**src/rtl/sorted_dist_serializer.sv**
```systemverilog
// +--------------------------------------------------------------------------+
// | sorted_dist_serializer: captures a sorted frame and streams it one       |
// | element per handshake. Define SORTER_DEDUP_EN to skip repeated values.   |
// | Revision: 1.0                                                            |
// +--------------------------------------------------------------------------+
`timescale 1ns/1ps
`default_nettype none

module sorted_dist_serializer #(
  parameter int WIDTH = 3,
  parameter int N     = 8,
  localparam int IW   = $clog2(N)
) (
  input  logic               clk,
  input  logic               rst,
  input  logic [N*WIDTH-1:0] c_in,
  input  logic               in_valid,
  output logic               in_ready,
  output logic [WIDTH-1:0]   out_data,
  output logic [IW-1:0]      out_idx,
  output logic               out_valid,
  input  logic               out_ready,
  output logic               out_last,
  output logic               busy
);

  typedef enum logic [0:0] {
    IDLE   = 1'b0,
    STREAM = 1'b1
  } state_t;

  state_t             state_q;
  logic [N*WIDTH-1:0] frame_q;
  logic [IW-1:0]      idx_q;

  logic [IW-1:0]      nxt_idx_d;
  logic [WIDTH-1:0]   nxt_data_d;
  logic               nxt_last_d;
  logic               first_last_d;

  function automatic logic [WIDTH-1:0] elem(input logic [N*WIDTH-1:0] f, input int k);
    return f[k*WIDTH +: WIDTH];
  endfunction

  // Successor of the element currently presented, and whether it closes the frame.
  always_comb begin
    nxt_idx_d = idx_q + IW'(1);
`ifdef SORTER_DEDUP_EN
    // Descending scan so the lowest qualifying rank wins.
    for (int j = N - 1; j >= 0; j--) begin
      if (j > int'(idx_q) && elem(frame_q, j) != elem(frame_q, int'(idx_q))) begin
        nxt_idx_d = IW'(j);
      end
    end
`endif
    nxt_data_d = elem(frame_q, int'(nxt_idx_d));
`ifdef SORTER_DEDUP_EN
    nxt_last_d   = (nxt_idx_d == IW'(N - 1)) || (elem(frame_q, N - 1) == nxt_data_d);
    first_last_d = (elem(c_in, N - 1) == elem(c_in, 0));
`else
    nxt_last_d   = (nxt_idx_d == IW'(N - 1));
    first_last_d = (N == 1);
`endif
  end

  always_ff @(posedge clk) begin
    if (rst) begin
      state_q   <= IDLE;
      frame_q   <= '0;
      idx_q     <= '0;
      out_data  <= '0;
      out_valid <= 1'b0;
      out_last  <= 1'b0;
      in_ready  <= 1'b1;
      busy      <= 1'b0;
    end else begin
      case (state_q)
        IDLE: begin
          if (in_valid) begin
            state_q   <= STREAM;
            frame_q   <= c_in;
            idx_q     <= '0;
            out_data  <= elem(c_in, 0);
            out_valid <= 1'b1;
            out_last  <= first_last_d;
            in_ready  <= 1'b0;
            busy      <= 1'b1;
          end
        end
        STREAM: begin
          if (out_ready) begin
            if (out_last) begin
              state_q   <= IDLE;
              idx_q     <= '0;
              out_data  <= '0;
              out_valid <= 1'b0;
              out_last  <= 1'b0;
              in_ready  <= 1'b1;
              busy      <= 1'b0;
            end else begin
              idx_q    <= nxt_idx_d;
              out_data <= nxt_data_d;
              out_last <= nxt_last_d;
            end
          end
        end
        default: state_q <= IDLE;
      endcase
    end
  end

  assign out_idx = idx_q;

endmodule

`default_nettype wire
```
**config.mk**
```make
export PLATFORM = sky130hd
export DESIGN_NAME = sorted_dist_serializer
export DESIGN_NICKNAME = d
export VERILOG_FILES = /design/src/rtl/sorted_dist_serializer.sv
export SDC_FILE = /design/constraint.sdc
export NUM_CORES = 1
export LEC_CHECK = 0
export BUFFER_PORTS_ARGS = -buffer_cell sky130_fd_sc_hd__buf_2
export CELL_PAD_IN_SITES_DETAIL_PLACEMENT = 0
export CELL_PAD_IN_SITES_GLOBAL_PLACEMENT = 1
export CORE_ASPECT_RATIO = 0.9
export CORE_MARGIN = 4
export CORE_UTILIZATION = 41
export DETAILED_ROUTE_END_ITERATION = 16
export PLACE_DENSITY_LB_ADDON = 0.1
export SYNTH_ARGS = -nofsm -noshare
export SYNTH_HDL_FRONTEND = slang
export SYNTH_SLANG_ARGS = --single-unit
```
**constraint.sdc**
```tcl
create_clock -name clk -period 3.05 [get_ports clk]
set_input_delay 0.61 -clock clk [delete_from_list [all_inputs] [get_ports clk]]
set_output_delay 0.61 -clock clk [all_outputs]
set_load 0.005 [all_outputs]
```
# Word-level counts from Yosys, hierarchy flattened
# Index checks and enable logic that the tools add are counted.
[totals] ff_bits=34 in_bits=28 word_cells=41 output_inout_bits=10
[classes] mux=23 n_addsub=1 shifts=1 n_reduce_logical=3 n_mul=1 n_eq_ne=4 bitwise=1
[op_table] operator="$shiftx 24x6->3" count=1
[op_table] operator="$mux 3" count=6
[op_table] operator="$pmux 3 s2" count=2
[op_table] operator="$mux 1" count=11
[op_table] operator="$pmux 1 s2" count=4
[op_table] operator="$ne 2x2->1 const B" count=3
[op_table] operator="$mul 3x2->5 const B" count=1
[op_table] operator="$reduce_and 2->1" count=2
[op_table] operator="$add 3x1->3 const B" count=1
[op_table] operator="$eq 3x3->1 const B" count=1
[op_table] operator="$reduce_and 3->1" count=1
[op_table] operator="$not 1->1" count=1

# Longest topological paths before layout
# Gate-level depths: netlist of run 1.
[logic_depth] depth_word=6 mapped_depth=7 ltp_nobuf=5

# Least setup slack after synthesis of run 1
# No wires, ideal clock.
[synth_path] path_type="reg-to-reg" startpoint="reg idx_q[0] (netlist: out_idx[0])" endpoint="reg out_data[2]" required_time_ps=2914 setup_time_ps=136 n_path_buf=2 setup_slack_ps=1266 t_arrival_ps=1648 period_less_slack_ps=1784 path_stages_with_launch=8 cell_sequence="dfxtp_1 > buf_6 > inv_1 > ha_1 > buf_6 > mux4_1 > nand3_1 > a311oi_2"
[synth_between] elab_chain_cells=6
[synth_lines] element="from (decl)" line="34" text="logic [IW-1:0] idx_q;"
[synth_lines] element="from (signal assigned)" line="101" text="idx_q <= nxt_idx_d;"
[synth_lines] element="$add 3x1->3" line="47" text="nxt_idx_d = idx_q + IW'(1);"
[synth_lines] element="$mul 3x2->5" line="42" text="return f[k*WIDTH +: WIDTH];"
[synth_lines] element="$shiftx 24x6->3" line="42"
[synth_lines] element="$mux 3" line="92" text="if (out_last) begin"
[synth_lines] element="$mux 3" line="91" text="if (out_ready) begin"
[synth_lines] element="$pmux 3 s2" line="77" text="case (state_q)"
[synth_lines] element="to (signal assigned)" line="83" text="out_data <= elem(c_in, 0);"
[synth_lines] element="to (signal assigned)" line="102" text="out_data <= nxt_data_d;"
[synth_lines] element="to (decl)" line="19" text="output logic [WIDTH-1:0] out_data,"
# No other way between the ends. The select of a mux whose other input is x is not followed.
# A chain may end at the register's enable or synchronous reset.

# Worst setup path after layout of run 1
# Ends and elaborated chain as after synthesis.

==> reports/metrics.cfg, run 1 <==
[floorplan]
rows=20
start_util_pct=43.8
die_x_um=72.3
design.core.area_um2=3480
dieArea_um2=4760
pin_count=38
die_h_um=65.8

[grt]
grtUsageMet3_pct=6.23
grt.busiest_layer=met2
grt-ovfl-total=0
grt_pass1_vias=1238
grt_max_degree=35
use_met2_pct=23.1
grtUsageTotal_pct=15.9
grtUsageMet1_pct=21.7
grt_pass1_wl_mm=5.85
antenna_found_initial=0

[sta]
timing.setup.tns_ns=0
rsz0062_at_grt=false
fin_worst_skew_ns=0.00363
finalSetupViolations=0
drv_slew=0
holdWs_ns=0.454
relSlewSlack_pct=59.2
max_freq_mhz=489
hold_violations=0
worst_pin_slew_ns=0.612
period_share_pct=67.0
fin_crit_ns=2.04

[drt]
drt-initial-drc-count=67
drt-total-wl_mm=3.30
drc=0
viasPerCell=5.09
firstDrtPassIters=4
drtAntennaViolNets=0
routedWlPerCell_um=13.3
dr_total_vias=1262

[power]
leakagePower_nw=0.772
cellPowerDensity_nw_per_um2=518
ir_drop_v=0.000264

[worst_hold_path]
whs_endpoint=frame_q[14]
worstHoldPathType=reg2reg
hold-path-cell-count=2
min-delay-start=frame_q[14]

[setup_path]
arrival_ns=2.19
endpoint_kind=flop
worstSetupPathType=reg2reg
worst_ep_required_time_ns=3.19
slowest_delay_ns=0.60
critical_path_peak_fanout=10
ff2ff_setup_slack_ns=1.01
crit_slowest_cell=dfxtp_1
rr_worst_depth=5
r2r_start=out_idx[0]
cp-start-kind=flop
critPathBufInv=1
r2r-end=out_data[2]
crit_family=flip-flops
worstPathCellList=inv_1, ha_1, mux4_1, nand3_1, a311oi_2

[final_layout]
multiInputGateArea_um2=756
seq_area_um2=681
syn2layout_area_growth_pct=17.5
drive_gt1_share_pct=24.0
antennaDiodeCount=0
final_area_um2=1790
postLayoutCoreUtil_pct=51.5
fillers=351
fin_nets=233

[status]
outcome=completed

[placed_design]
dpl_cell_area_um2=1700
dp_hpwl_mm=2.41
place.gp.congestion=0.776
io_buffer_count=37

[flow_run]
cap_violations=0

[clock_tree]
cts_buffers=5
cts_setup_buffers=0
postCtsResizedCells=0
ctsLongestPathBuffers=2
clock-root-buffer=clkbuf_8
clkLatencyLatePin_ns=0.28
clk_pin_slew_ns=0.06
cts_hold_buf=0
cts.sinks=34
htree_levels=2
cts_tree=done

[synthesis]
synth-seq-area-share_pct=44.7
ys_ff_latch=34
synth_top_cell_by_area=dfxtp_1
syn_inst=171
syn_avg_cell_area_um2=8.91
synth_cell_types=29
synth_fp_nets=201
synth_warnings=0
synth-main-ff-cell=dfxtp_1
yosys-top-cells-area=dfxtp_1 (45%), nand2_1 (12%), mux4_1 (10%), a21oi_1 (8.5%), buf_2 (2.3%)
synth.cell_area_um2=1520
synth_edf_count=0
async_flop_share_pct=0
synth_top_cell_area_share_pct=44.7

sequential cells by signal, indices dropped and copies added, names as in the netlist:
signal,count
frame_q,24
out_data,3
out_idx,3
busy,1
in_ready,1
out_last,1
state_q,1
power by group:
part,internal (mW),total (mW),leakage (nW),switching (mW)
sequential,0.470,0.488,0.279,0.0178
combinational,0.0520,0.109,0.444,0.0566
clock,0.182,0.331,0.0482,0.150
stage by stage:
step                      instances  total power, mW  setup slack, ns
after global placement          240            0.605             1.09
after floorplan                 171            0.568             1.27
after CTS                       248            0.939            0.979
final                           248            0.928             1.01
after global routing            248            0.983            0.836
after detailed placement        240            0.608             1.01
per-layer routing:
metal / routed length (um) / vias to the layer above
met3: 250 / 4
met1: 1590 / 568
met2: 1440 / 36
li1: - / 654
met5: 0 / -
met4: 31 / 0
cells by family (layout without fill, tap and decap cells):
family          count (synthesis)  after routing  share of synthesized area [%]
buf+inv                        16             49                           5.75
compound gates                 38             38                           14.5
mux                             9              9                           12.4
fa+ha+maj                       2              2                           1.64
flops                          34             34                           44.7
simple gates                   70             70                           19.4
xor+xnor                        2              2                           1.64
synth_stat cells (2+ instances only):
cell type / number
nand2_1: 49
dfxtp_1: 34
a21oi_1: 26
nor2_1: 8
buf_2: 7
nand3_1: 7
mux4_1: 6
clkbuf_1: 4
o21ai_0: 4
a311oi_1: 3
buf_6: 2
ha_1: 2
inv_1: 2
mux2i_1: 2
worst reg2reg max path: cells and delay by family, from the launching register on:
| family | cells | cell delay, ns |
|---|---|---|
| multiplexers | 1 | 0.57 |
| AND/OR/NAND/NOR | 1 | 0.11 |
| AO/OA/AOI/OAI | 1 | 0.09 |
| flip-flops | 1 | 0.60 |
| adder cells (fa/ha/maj) | 1 | 0.44 |
| buffers and inverters | 1 | 0.09 |
cell type report:
class	instances	area share, %
Multi-Input combinational cell	121	42.2
Sequential cell	34	38.0
Timing Repair Buffer	39	11.2
Clock buffer	7	4.82
Tap cell	44	3.07
Inverter	2	0.419
Clock inverter	1	0.280
layout by cell type, fill, tap and decap left out, types with 3 or more instances in the layout:
master / netlist / final
a311oi_1: 3 / 3
clkbuf_8: 0 / 6
a21oi_1: 26 / 26
mux4_1: 6 / 6
dfxtp_1: 34 / 34
nor2_1: 8 / 8
buf_2: 7 / 37
nand3_1: 7 / 7
o21ai_0: 4 / 4
nand2_1: 49 / 49
how the worst max path moves through the flow:
stage,start,slack [ns],endpoint,depth (start not counted)
2_1_floorplan,out_idx[0],1.27,out_data[2],7
3_3_place_gp,out_idx[0],1.09,out_data[2],5
3_5_place_dp,out_idx[0],1.01,out_data[2],5
4_1_cts,out_idx[0],0.98,out_data[2],5
5_1_grt,out_idx[0],0.84,out_data[2],5
6_report,out_idx[0],1.01,out_data[2],5
Note: power is estimated with default switching activity, not from simulation.
==> inputs of run 2 (changes only) <==
- CORE_UTILIZATION: 41 -> 35
- clock period: 3.05 -> 1.8 ns (I/O delays scaled with it)
==> run 2 against run 1 <==
Net effect:
- routed wire length is 0.79% higher
- first-iteration DRC count fell by 18%
- via count increased by 1.9%
==> reports/metrics.cfg, run 2 (synthesis results as in run 1) <==
[status]
outcome=completed

[drt]
route.met3.wl_um=170
firstDrtPassIters=4
dr.max_layer_used=met4
routedWlPerCell_um=13.1
drt-initial-drc-count=55
m1WireLength_mm=1.65
drc=0
wl_met2_mm=1.45
drtAntennaViolNets=0
drt-total-wl_mm=3.33
dr_total_vias=1286
viasPerCell=5.04

[sta]
finalSetupViolations=0
rsz0062_at_grt=false
drv_slew=0
timing.final.ws_setup_ns=0.233
worst_pin_slew_ns=0.630
fin_crit_ns=1.57
timing.setup.tns_ns=0
hold_violations=0
fin_worst_skew_ns=0.00331
max_freq_mhz=638
relSlewSlack_pct=58.0
period_share_pct=87.0

[final_layout]
fin_nets=236
syn2layout_area_growth_pct=19.5
final_common_cell=nand2_1
top_register=frame_q
largest_reg_flops=24
postLayoutCoreUtil_pct=44.1
drive_gt1_share_pct=25.6
final_cells=255
layout_common_cells=nand2_1 (49), buf_2 (37), dfxtp_1 (34)
antennaDiodeCount=0

[power]
leakagePower_nw=0.785
ir_drop_v=0.000372
cellPowerDensity_nw_per_um2=873

[placed_design]
dp_hpwl_mm=2.40
place.gp.congestion=0.743
placed_cells=247
io_buffer_count=37
dpl_worst_slack_ns=0.238

[clock_tree]
cts.sinks=34
cts_buffers=5
ctsLongestPathBuffers=2
clk_pin_slew_ns=0.07
cts_setup_buffers=0
clock-root-buffer=clkbuf_8
postCtsResizedCells=0
htree_levels=2
cts_hold_buf=0
cts_tree=done
clkLatencyLatePin_ns=0.28

[floorplan]
die_h_um=70.6
pin_count=38
design.core.area_um2=4130
start_util_pct=36.9
die_x_um=77.6
dieArea_um2=5480
rows=22

[flow_run]
cap_violations=0

[setup_path]
critical_path_peak_fanout=2
endpoint_kind=flop
worst_ep_required_time_ns=1.94
arrival_ns=1.71
worstSetupPathType=reg2reg
cp-start-kind=flop

[grt]
antenna_found_initial=0
grt_max_degree=35
grt-ovfl-total=0
grt_pass1_wl_mm=5.67
grt_pass1_vias=1263
grtUsageTotal_pct=13.1

[worst_hold_path]
worstHoldPathType=in2reg

run 2: routing by layer:
metal | GRT usage [%] | up-vias
met5 | 0 | -
met4 | 5.93 | 0
met3 | 4.71 | 7
met2 | 19.5 | 25
met1 | 17.0 | 592
li1 | - | 662
run 2: power breakdown:
group	switching, mW	total (mW)	leakage, nW	internal (mW)
combinational	0.103	0.196	0.459	0.0929
sequential	0.0235	0.819	0.279	0.796
clock	0.267	0.574	0.0472	0.307
total	0.394	1.59	0.785	1.20
run 2: worst paths after layout:
check | from | end | slack [ns] | cells after the start
setup / recovery | out_idx[0] | out_data[2] | 0.23 | 5
hold / removal | c_in[19] | frame_q[19] | 0.31 | 3
setup reg to reg | out_idx[0] | out_data[2] | 0.23 | 5
hold reg to reg | frame_q[15] | frame_q[15] | 0.45 | 2
run 2: critical path: stages, from the launching register on:
cell      delay (ns)
dfxtp_1         0.33
inv_1           0.05
ha_1            0.29
mux4_1          0.55
nand3_1         0.11
a311oi_2        0.09
run 2: metrics by stage:
step           instance area, um^2  power, mW  hold WS, ns
5_1_grt                       1820       1.68        0.301
2_1_floorplan                 1520      0.963        0.432
3_3_place_gp                  1730       1.03        0.443
3_5_place_dp                  1730       1.04        0.446
6_report                      1820       1.59        0.309
4_1_cts                       1820       1.62        0.298
run 2: final cells by class:
type                       instances  area [um^2]
clock buffer                       6         82.6
clock inverter                     2         12.5
fill                             435         2310
inverter                           2         7.51
multi-input combinational        121          756
sequential                        34          681
tap                               48         60.1
timing repair buffer              42          223
==> inputs of run 3 (changes only) <==
- ABC_AREA: not set -> 1
- CORE_UTILIZATION: 35 -> 33
==> run 3 against run 2 <==
Net effect:
- setup slack got worse by 0.020 ns
- clock skew increased by 0.0017 ns
- global-route usage increased by 0.40 points
- via count increased by 7.8%
- combinational power increased by 34%
- core utilization decreased by 2.8 points
- register-to-register slack got worse by 0.02 ns
- cell count increased by 21%
==> reports/metrics.cfg, run 3 <==
[synthesis]
synth_fp_nets=241
synth_top_cell_by_area=dfxtp_1
syn_inst=211
synth_warnings=0
synth-seq-area-share_pct=44.1
yosys-top-cells-area=dfxtp_1 (44%), o21ai_0 (10%), a21oi_1 (8.8%), nand2_1 (8.5%), inv_1 (6.3%)
ys_ff_latch=34
synth.cell_area_um2=1540
synth.most_common_cell=nand2_1
synth_edf_count=0
synth-main-ff-cell=dfxtp_1
synth_common_cells=nand2_1 (35), dfxtp_1 (34), o21ai_0 (31)
syn_avg_cell_area_um2=7.32
synth_top_cell_area_share_pct=44.1
synth_cell_types=23
async_flop_share_pct=0

[grt]
antenna_found_initial=0
grt_max_degree=31
grt-ovfl-total=0
grt_pass1_vias=1391
grt_pass1_wl_mm=6.21
grtUsageTotal_pct=13.5

[sta]
max_freq_mhz=630
timing.setup.tns_ns=0
holdWs_ns=0.308
fin_worst_skew_ns=0.00503
rsz0062_at_grt=false
worst_pin_slew_ns=0.388
timing.final.ws_setup_ns=0.213
fin_crit_ns=1.59
hold_violations=0
drv_slew=0
relSlewSlack_pct=74.0
finalSetupViolations=0
period_share_pct=88.2

[clock_tree]
cts.sinks=34
clock-root-buffer=clkbuf_8
cts_buffers=5
htree_levels=2
cts_setup_buffers=0
clkLatencyLatePin_ns=0.28
cts_tree=done
clk_pin_slew_ns=0.07
postCtsResizedCells=0
cts_hold_buf=0
ctsLongestPathBuffers=2

[drt]
routedWlPerCell_um=11.5
viasPerCell=4.50
dr_total_vias=1386
drt-total-wl_mm=3.54
firstDrtPassIters=4
drt-initial-drc-count=62
drc=0
drtAntennaViolNets=0

[floorplan]
pin_count=38
die_h_um=72.9
rows=23
design.core.area_um2=4490
dieArea_um2=5840
die_x_um=80.1
start_util_pct=34.4

[power]
leakagePower_nw=0.848
cellPowerDensity_nw_per_um2=958
power.total_mw=1.78
ir_drop_v=0.000284

[final_layout]
final_common_cell=buf_2
final_area_um2=1850
largest_reg_flops=24
final_cells=308
syn2layout_area_growth_pct=20.1
top_register=frame_q
postLayoutCoreUtil_pct=41.3
antennaDiodeCount=0
fin_nets=275
layout_common_cells=buf_2 (37), nand2_1 (35), dfxtp_1 (34)
drive_gt1_share_pct=22.8

[setup_path]
worstPathCellList=inv_4, ha_1, inv_1, nand3_1, nand3_1, nand3_1, a21oi_2
endpoint_kind=flop
slowest_delay_ns=0.47
critPathMostFrequentCell=nand3_1
critPathBufInv=2
crit_slowest_cell=ha_1
worstSetupPathType=reg2reg
arrival_ns=1.76
worst_ep_required_time_ns=1.97
crit_family=adder cells
cp-start-kind=flop
critical_path_peak_fanout=12

[placed_design]
place.gp.congestion=0.799
dpl_worst_slack_ns=0.230
dp_hpwl_mm=2.64
placed_cells=300
io_buffer_count=37
dpl_cell_area_um2=1750

[status]
outcome=completed

[worst_hold_path]
worstHoldPathType=in2reg

[flow_run]
cap_violations=0

run 3: changes by cell type in the layout (fill, tap and decap cells not counted), moves of 2 or more:
| cell | change |
|---|---|
| nand3_1 | +12 |
| a21oi_2 | +3 |
| a311oi_1 | -3 |
| nor2_1 | +4 |
| buf_4 | -2 |
| nand2_1 | -14 |
| o21ai_0 | +27 |
| mux4_1 | -6 |
| mux2i_1 | -2 |
| inv_1 | +24 |
run 3: area by class of cell:
cell class	count	area, um^2
clock buffers	5	68.8
inverters	28	108
clock inverters	3	40.0
repair buffers	40	208
well taps	62	77.6
fillers	503	2640
multi-input cells	136	672
flip-flops and latches	34	681
run 3: path summary, 6_finish.rpt:
kind / start / endpoint / slack [ns] / cells after the start
max: out_idx[0] / out_data[2] / 0.21 / 7
min: rst / busy / 0.31 / 2
max reg2reg: out_idx[0] / out_data[2] / 0.21 / 7
min reg2reg: frame_q[18] / frame_q[18] / 0.46 / 2
run 3: logic make-up after synthesis:
logic type / after synthesis / synth area share [%]
AO/OA/AOI/OAI: 63 / 21.3
XOR/XNOR: 2 / 1.13
adder cells (fa/ha/maj): 2 / 1.62
buffers and inverters: 41 / 12.4
flip-flops: 34 / 44.1
AND/OR/NAND/NOR: 69 / 19.4
run 3: routing by layer:
layer | share of wire, % | routed length [um] | global-route usage, %
met1 | 52 | 1830 | 18.5
met3 | 4.0 | 141 | 3.33
met2 | 43 | 1520 | 20.9
met5 | 0 | 0 | 0
met4 | 1.4 | 48 | 4.32
run 3: report_power, final:
group          total [mW]  internal, mW  switching, mW
Combinational       0.262         0.101          0.160
Sequential          0.834         0.812         0.0216
Clock               0.681         0.407          0.274
Total                1.78          1.32          0.455
